$ cat config.mk
export PLATFORM = sky130hd
export DESIGN_NAME = nibble_serial_sub_flat
export DESIGN_NICKNAME = d
export VERILOG_FILES = /design/src/rtl/sub_if.sv /design/src/rtl/nibble_serial_sub.sv /design/src/flat_wrapper.sv
export SDC_FILE = /design/constraint.sdc
export NUM_CORES = 1
export LEC_CHECK = 0
export CORE_MARGIN = 3
export CORE_UTILIZATION = 34
export DETAILED_ROUTE_END_ITERATION = 10
export SETUP_SLACK_MARGIN = 0.2
export SKIP_CTS_REPAIR_TIMING = 1
export SLEW_MARGIN = 20
export SYNTH_ARGS = -nofsm -noshare
export SYNTH_HDL_FRONTEND = slang
export SYNTH_SLANG_ARGS = --single-unit
$ cat constraint.sdc
create_clock -name clk -period 3 [get_ports clk]
set_input_delay 0.45 -clock clk [delete_from_list [all_inputs] [get_ports clk]]
set_output_delay 0.45 -clock clk [all_outputs]
set_load 0.01 [all_outputs]
$ cat src/rtl/sub_if.sv
// sub_if: operand/result bus with start/busy/done handshake for nibble_serial_sub
// Signals: start, a, b, bin (requester to subtractor); busy, done, diff, bout, ovf (subtractor to requester).
// The master modport is the requester side and the slave modport is the subtractor side.
interface sub_if #(parameter int WIDTH = 16);
    logic             start;
    logic [WIDTH-1:0] a;
    logic [WIDTH-1:0] b;
    logic             bin;
    logic             busy;
    logic             done;
    logic [WIDTH-1:0] diff;
    logic             bout;
    logic             ovf;
    modport master (output start, a, b, bin, input busy, done, diff, bout, ovf);
    modport slave  (input start, a, b, bin, output busy, done, diff, bout, ovf);
endinterface

$ cat src/rtl/nibble_serial_sub.sv
// nibble_serial_sub: computes a - b - bin one 4-bit lookahead slice per clock.
// Ports: clk, rst (async, active-high), bus (sub_if.slave).
//   bus.start/a/b/bin are sampled when a request is accepted in IDLE.
//   bus.busy is high while slices run, and bus.done pulses for one cycle with the result.
//   bus.diff/bout/ovf hold the result until the next accepted start.
// Macro SUB_OVF_EN builds the signed-overflow flag. Without it, ovf is tied to 0.
module nibble_serial_sub #(parameter int WIDTH = 16) (
    input  logic  clk,
    input  logic  rst,
    sub_if.slave  bus
);
    localparam int N  = WIDTH / 4;
    localparam int IW = (N > 1) ? $clog2(N) : 1;
    typedef enum logic [1:0] {IDLE, RUN, DONE} state_t;
    state_t           r_state, w_next;
    logic [WIDTH-1:0] r_a, r_b, r_diff;
    logic [IW-1:0]    r_idx;
    logic             r_borrow, r_bout;
    logic             w_accept, w_last, w_cin;
    logic [3:0]       w_sa, w_sb, w_g, w_p, w_s;
    logic [4:0]       w_c;
    assign w_accept = (r_state == IDLE) && bus.start;
    assign w_last   = (r_state == RUN) && (r_idx == IW'(N - 1));
    // Subtraction as addition: a + ~b + ~borrow, carry-out is the inverted borrow.
    assign w_sa  = r_a[4*r_idx +: 4];
    assign w_sb  = ~r_b[4*r_idx +: 4];
    assign w_g   = w_sa & w_sb;
    assign w_p   = w_sa ^ w_sb;
    assign w_cin = ~r_borrow;
    assign w_c   = {w_g[3] | (w_p[3] & w_g[2]) | (w_p[3] & w_p[2] & w_g[1]) | (w_p[3] & w_p[2] & w_p[1] & w_g[0]) | (&w_p & w_cin),
                    w_g[2] | (w_p[2] & w_g[1]) | (w_p[2] & w_p[1] & w_g[0]) | (w_p[2] & w_p[1] & w_p[0] & w_cin),
                    w_g[1] | (w_p[1] & w_g[0]) | (w_p[1] & w_p[0] & w_cin),
                    w_g[0] | (w_p[0] & w_cin),
                    w_cin};
    assign w_s   = w_p ^ w_c[3:0];
    always_comb begin
        w_next = w_accept ? RUN : w_last ? DONE : (r_state == RUN) ? RUN : IDLE;
    end
    always_ff @(posedge clk or posedge rst) begin
        if (rst) begin
            r_state  <= IDLE;
            r_a      <= '0;
            r_b      <= '0;
            r_diff   <= '0;
            r_idx    <= '0;
            r_borrow <= 1'b0;
            r_bout   <= 1'b0;
        end else begin
            r_state <= w_next;
            if (w_accept) begin
                r_a      <= bus.a;
                r_b      <= bus.b;
                r_borrow <= bus.bin;
                r_idx    <= '0;
                r_diff   <= '0;
                r_bout   <= 1'b0;
            end else if (r_state == RUN) begin
                r_diff[4*r_idx +: 4] <= w_s;
                r_borrow             <= ~w_c[4];
                r_idx                <= r_idx + IW'(1);
                if (w_last) r_bout <= ~w_c[4];
            end
        end
    end
    assign bus.busy = (r_state == RUN);
    assign bus.done = (r_state == DONE);
    assign bus.diff = r_diff;
    assign bus.bout = r_bout;
`ifdef SUB_OVF_EN
    logic r_ovf;
    // The final slice's sum bit 3 is the result sign bit.
    always_ff @(posedge clk or posedge rst) begin
        if (rst) r_ovf <= 1'b0;
        else if (w_accept) r_ovf <= 1'b0;
        else if (w_last) r_ovf <= (r_a[WIDTH-1] ^ r_b[WIDTH-1]) & (w_s[3] ^ r_a[WIDTH-1]);
    end
    assign bus.ovf = r_ovf;
`else
    assign bus.ovf = 1'b0;
`endif
endmodule
$ cat src/flat_wrapper.sv
// flat-port wrapper written by rule: the top's interface ports become plain ports
module nibble_serial_sub_flat 
#(parameter int WIDTH = 16)
  (clk, rst, bus_start, bus_a, bus_b, bus_bin, bus_busy, bus_done, bus_diff, bus_bout, bus_ovf);
  sub_if #(.WIDTH(WIDTH)) bus_i ();
  input  logic clk;
  input  logic rst;
  input wire logic [$bits(bus_i.start)-1:0] bus_start;
  input wire logic [$bits(bus_i.a)-1:0] bus_a;
  input wire logic [$bits(bus_i.b)-1:0] bus_b;
  input wire logic [$bits(bus_i.bin)-1:0] bus_bin;
  output wire logic [$bits(bus_i.busy)-1:0] bus_busy;
  output wire logic [$bits(bus_i.done)-1:0] bus_done;
  output wire logic [$bits(bus_i.diff)-1:0] bus_diff;
  output wire logic [$bits(bus_i.bout)-1:0] bus_bout;
  output wire logic [$bits(bus_i.ovf)-1:0] bus_ovf;
  assign bus_i.start = bus_start;
  assign bus_i.a = bus_a;
  assign bus_i.b = bus_b;
  assign bus_i.bin = bus_bin;
  assign bus_busy = bus_i.busy;
  assign bus_done = bus_i.done;
  assign bus_diff = bus_i.diff;
  assign bus_bout = bus_i.bout;
  assign bus_ovf = bus_i.ovf;
  nibble_serial_sub #(.WIDTH(WIDTH)) u_core (.clk(clk), .rst(rst), .bus(bus_i));
endmodule
==> flow_summary.toml <==
[critical_path]
reg2regPathDepth = 7
critPathMaxFanout = 8
cp_slowest_stage_delay_ns = 0.58
reg2reg_from = "u_core.r_idx[0]$_DFFE_PP0P_"
r2r_slack_ns = 0.51
path_cells = "mux4_2 -> inv_1 -> ha_1 -> nor2b_1 -> o21a_1 -> nor3_1 -> o32ai_1"
worst-endpoint-required_ns = 3.18
crit_buf_inv = 1
r2r_end = "u_core.bus.diff[10]$_DFFE_PP0P_"
worstSetupPathType = "reg2reg"
cp_top_family = "multiplexers"
cpMaxStageDelayCell = "mux4_2"
start_kind = "register"
end_kind = "register"
cp.arrival_ns = 2.66

[timing]
finalMaxSlewViolations = 0
slew_headroom_pct = 58.0
final.setup.tns_ns = 0
hold_violations = 0
min_period_ns = 2.49
rsz0062_at_grt = "no"
fmax_mhz = 402
fin_skew_ns = 0.00843
worst_slew_pin_slew_ns = 0.630
finalSetupViolCount = 0
post-route-period-util_pct = 82.9

[power_and_ir_drop]
ir_drop_mv = 0.441
power_leakage_nw = 1.60
power_mw = 3.87
p_per_area_mw_per_mm2 = 1150

[yosys]
ys.flop_type = "dfrtp_1"
synth_mux_area_share_pct = 6.76
syn_area_per_cell_um2 = 9.88
synth-adder-area-share_pct = 5.44
synth.net_count = 317
yosysSeqAreaShare_pct = 50.7
yosysWarnings = 0
synth-seq-cells = 54
synthSimpleGateAreaFrac_pct = 21.3
syn_area_mm2 = 0.00267
synth_compound_gate_area_share_pct = 8.45
yosysUniqueCellTypes = 40
synth-xor-area-share_pct = 0.328
synth_top_family_by_area = "simple AND/OR/NAND/NOR gates"
synth-edff-count = 0
synthCells = 270
postSynth.asyncResetShare_pct = 100

[final_layout]
diodes = 0
final_common_cell = "nand2_1"
syn_to_final_growth_pct = 26.8
fin_area_mm2 = 0.00338
drive_above_1_share_pct = 9.57
final_cell_mix = "107 x nand2_1, 54 x clkdlybuf4s50_1, 54 x dfrtp_1"
fin_cells = 423
nNetsFinal = 370
multi_input_area_mm2 = 0.00113
fill_cells = 755
final_util_pct = 45.4
seq_area_mm2 = 0.00135

[global_routing]
grt.overflow.total = 0
grt_pass1_wl_mm = 9.98
antenna_found_initial = 0
grt.total_usage_pct = 14.3
grt_pass1_vias = 2045
grt_max_degree = 35

[placed_design]
hpwl_mm = 4.30
placedInstanceArea_mm2 = 0.00328
placed_cells = 415
numPortBuffers = 54
gp_congestion = 0.808

[clock_tree]
cts_made_buffers = 5
cts.path.max_buffers = 2
htreeDepth = 2
clkTransAtPathRegs_ns = 0.10
clk_latency_ns = 0.30
tritoncts = "done"
cts.sinks = 54
cts_root_buf = "clkbuf_8"

[hold_path]
hold_depth = 2
hp-class = "reg2reg"
hold-path-endpoint = "u_core.r_b[10]$_DFFE_PP0P_"
hold_path.startpoint = "u_core.r_b[10]$_DFFE_PP0P_"

[detailed_routing]
wl_mm = 5.81
vias = 1973
drtPass1Iterations = 4
drtIter0Drc = 103
drt-wirelength-per-cell_um = 13.7
vias_per_cell = 4.66
drc = 0
final_antenna_net_count = 0

[floorplanning]
die_x_um = 94.6
start_util_pct = 35.8
placementRows = 31
dieArea_mm2 = 0.00894
io-pin-count = 56
die-height_um = 94.6
core_area_mm2 = 0.00745

[status]
status = "finished clean"

[job]
maxCapViolCount = 0
## worst min-delay path, delay by kind of cell, from the launching register on
| family | cells | cell delay [ns] |
|---|---|---|
| flops | 1 | 0.35 |
| simple gates | 2 | 0.10 |
## flip-flops by register name, indices dropped and copies added, names as in the netlist
register         cells
u_core.r_state       2
u_core.bus.diff     16
u_core.r_a          16
u_core.bus.bout      1
u_core.r_b          16
u_core.r_borrow      1
u_core.r_idx         2
## final cells by class
type / instances / area share, %
sequential: 54 / 40.0
clock buffer: 7 / 2.26
multi-input combinational: 182 / 33.4
inverter: 21 / 2.33
tap: 99 / 3.66
clock inverter: 1 / 0.888
timing repair buffer: 59 / 17.5
## cells by family after synthesis
| kind of cell | after synthesis |
|---|---|
| AO/OA/AOI/OAI | 32 |
| XOR/XNOR | 1 |
| adder cells (fa/ha/maj) | 11 |
| buffers and inverters | 34 |
| flip-flops | 54 |
| multiplexers | 8 |
| other | 1 |
| AND/OR/NAND/NOR | 129 |
## through the flow
stage	setup WS (ns)	hold WS, ns
2_1_floorplan	0.624	0.440
3_3_place_gp	0.551	0.456
3_5_place_dp	0.508	0.462
4_1_cts	0.496	0.484
5_1_grt	0.318	0.510
6_report	0.512	0.479
## per-layer routing
layer  share of wire (%)  track usage [%]  vias to the layer above
met2                  45             21.7                       50
met1                  49             20.4                      933
met5                   0                0                        -
met3                 4.3             2.95                        6
li1                    -                -                      984
met4                 1.4             4.45                        0
## where the power goes
part | total (mW) | leakage [nW] | switching, mW | internal, mW
clock network | 0.480 | 0.0524 | 0.230 | 0.250
registers | 1.29 | 0.691 | 0.241 | 1.05
logic | 2.10 | 0.857 | 1.16 | 0.941
total | 3.87 | 1.60 | 1.63 | 2.24
## cells in the mapped netlist, types with 2 or more instances
library cell | instances | area share, %
a21oi_1 | 4 | 0.75
buf_2 | 6 | 1.1
buf_6 | 6 | 2.5
dfrtp_1 | 54 | 51
ha_1 | 10 | 4.7
inv_1 | 20 | 2.8
mux4_2 | 8 | 6.8
nand2_1 | 107 | 15
nand2b_1 | 3 | 0.70
nand2b_4 | 2 | 1.0
nand3_1 | 2 | 0.38
nor2_1 | 3 | 0.42
nor2_2 | 2 | 0.47
nor2b_1 | 2 | 0.47
nor3_1 | 2 | 0.38
o21a_1 | 2 | 0.56
o21ai_1 | 4 | 0.75
o22ai_1 | 9 | 2.1
o31ai_1 | 3 | 0.84
## how the worst max path moves through the flow
stage                                      startpoint                         endpoint  slack [ns]  cells past startpoint
after floorplan           u_core.r_idx[1]$_DFFE_PP0P_  u_core.bus.diff[10]$_DFFE_PP0P_        0.62                      7
after global placement    u_core.r_idx[0]$_DFFE_PP0P_  u_core.bus.diff[10]$_DFFE_PP0P_        0.55                      7
after detailed placement  u_core.r_idx[0]$_DFFE_PP0P_  u_core.bus.diff[10]$_DFFE_PP0P_        0.51                      7
after CTS                 u_core.r_idx[0]$_DFFE_PP0P_  u_core.bus.diff[10]$_DFFE_PP0P_        0.50                      7
after global routing      u_core.r_idx[0]$_DFFE_PP0P_  u_core.bus.diff[10]$_DFFE_PP0P_        0.32                      7
final                     u_core.r_idx[0]$_DFFE_PP0P_  u_core.bus.diff[10]$_DFFE_PP0P_        0.51                      7
(Power assumes the default switching activity.)
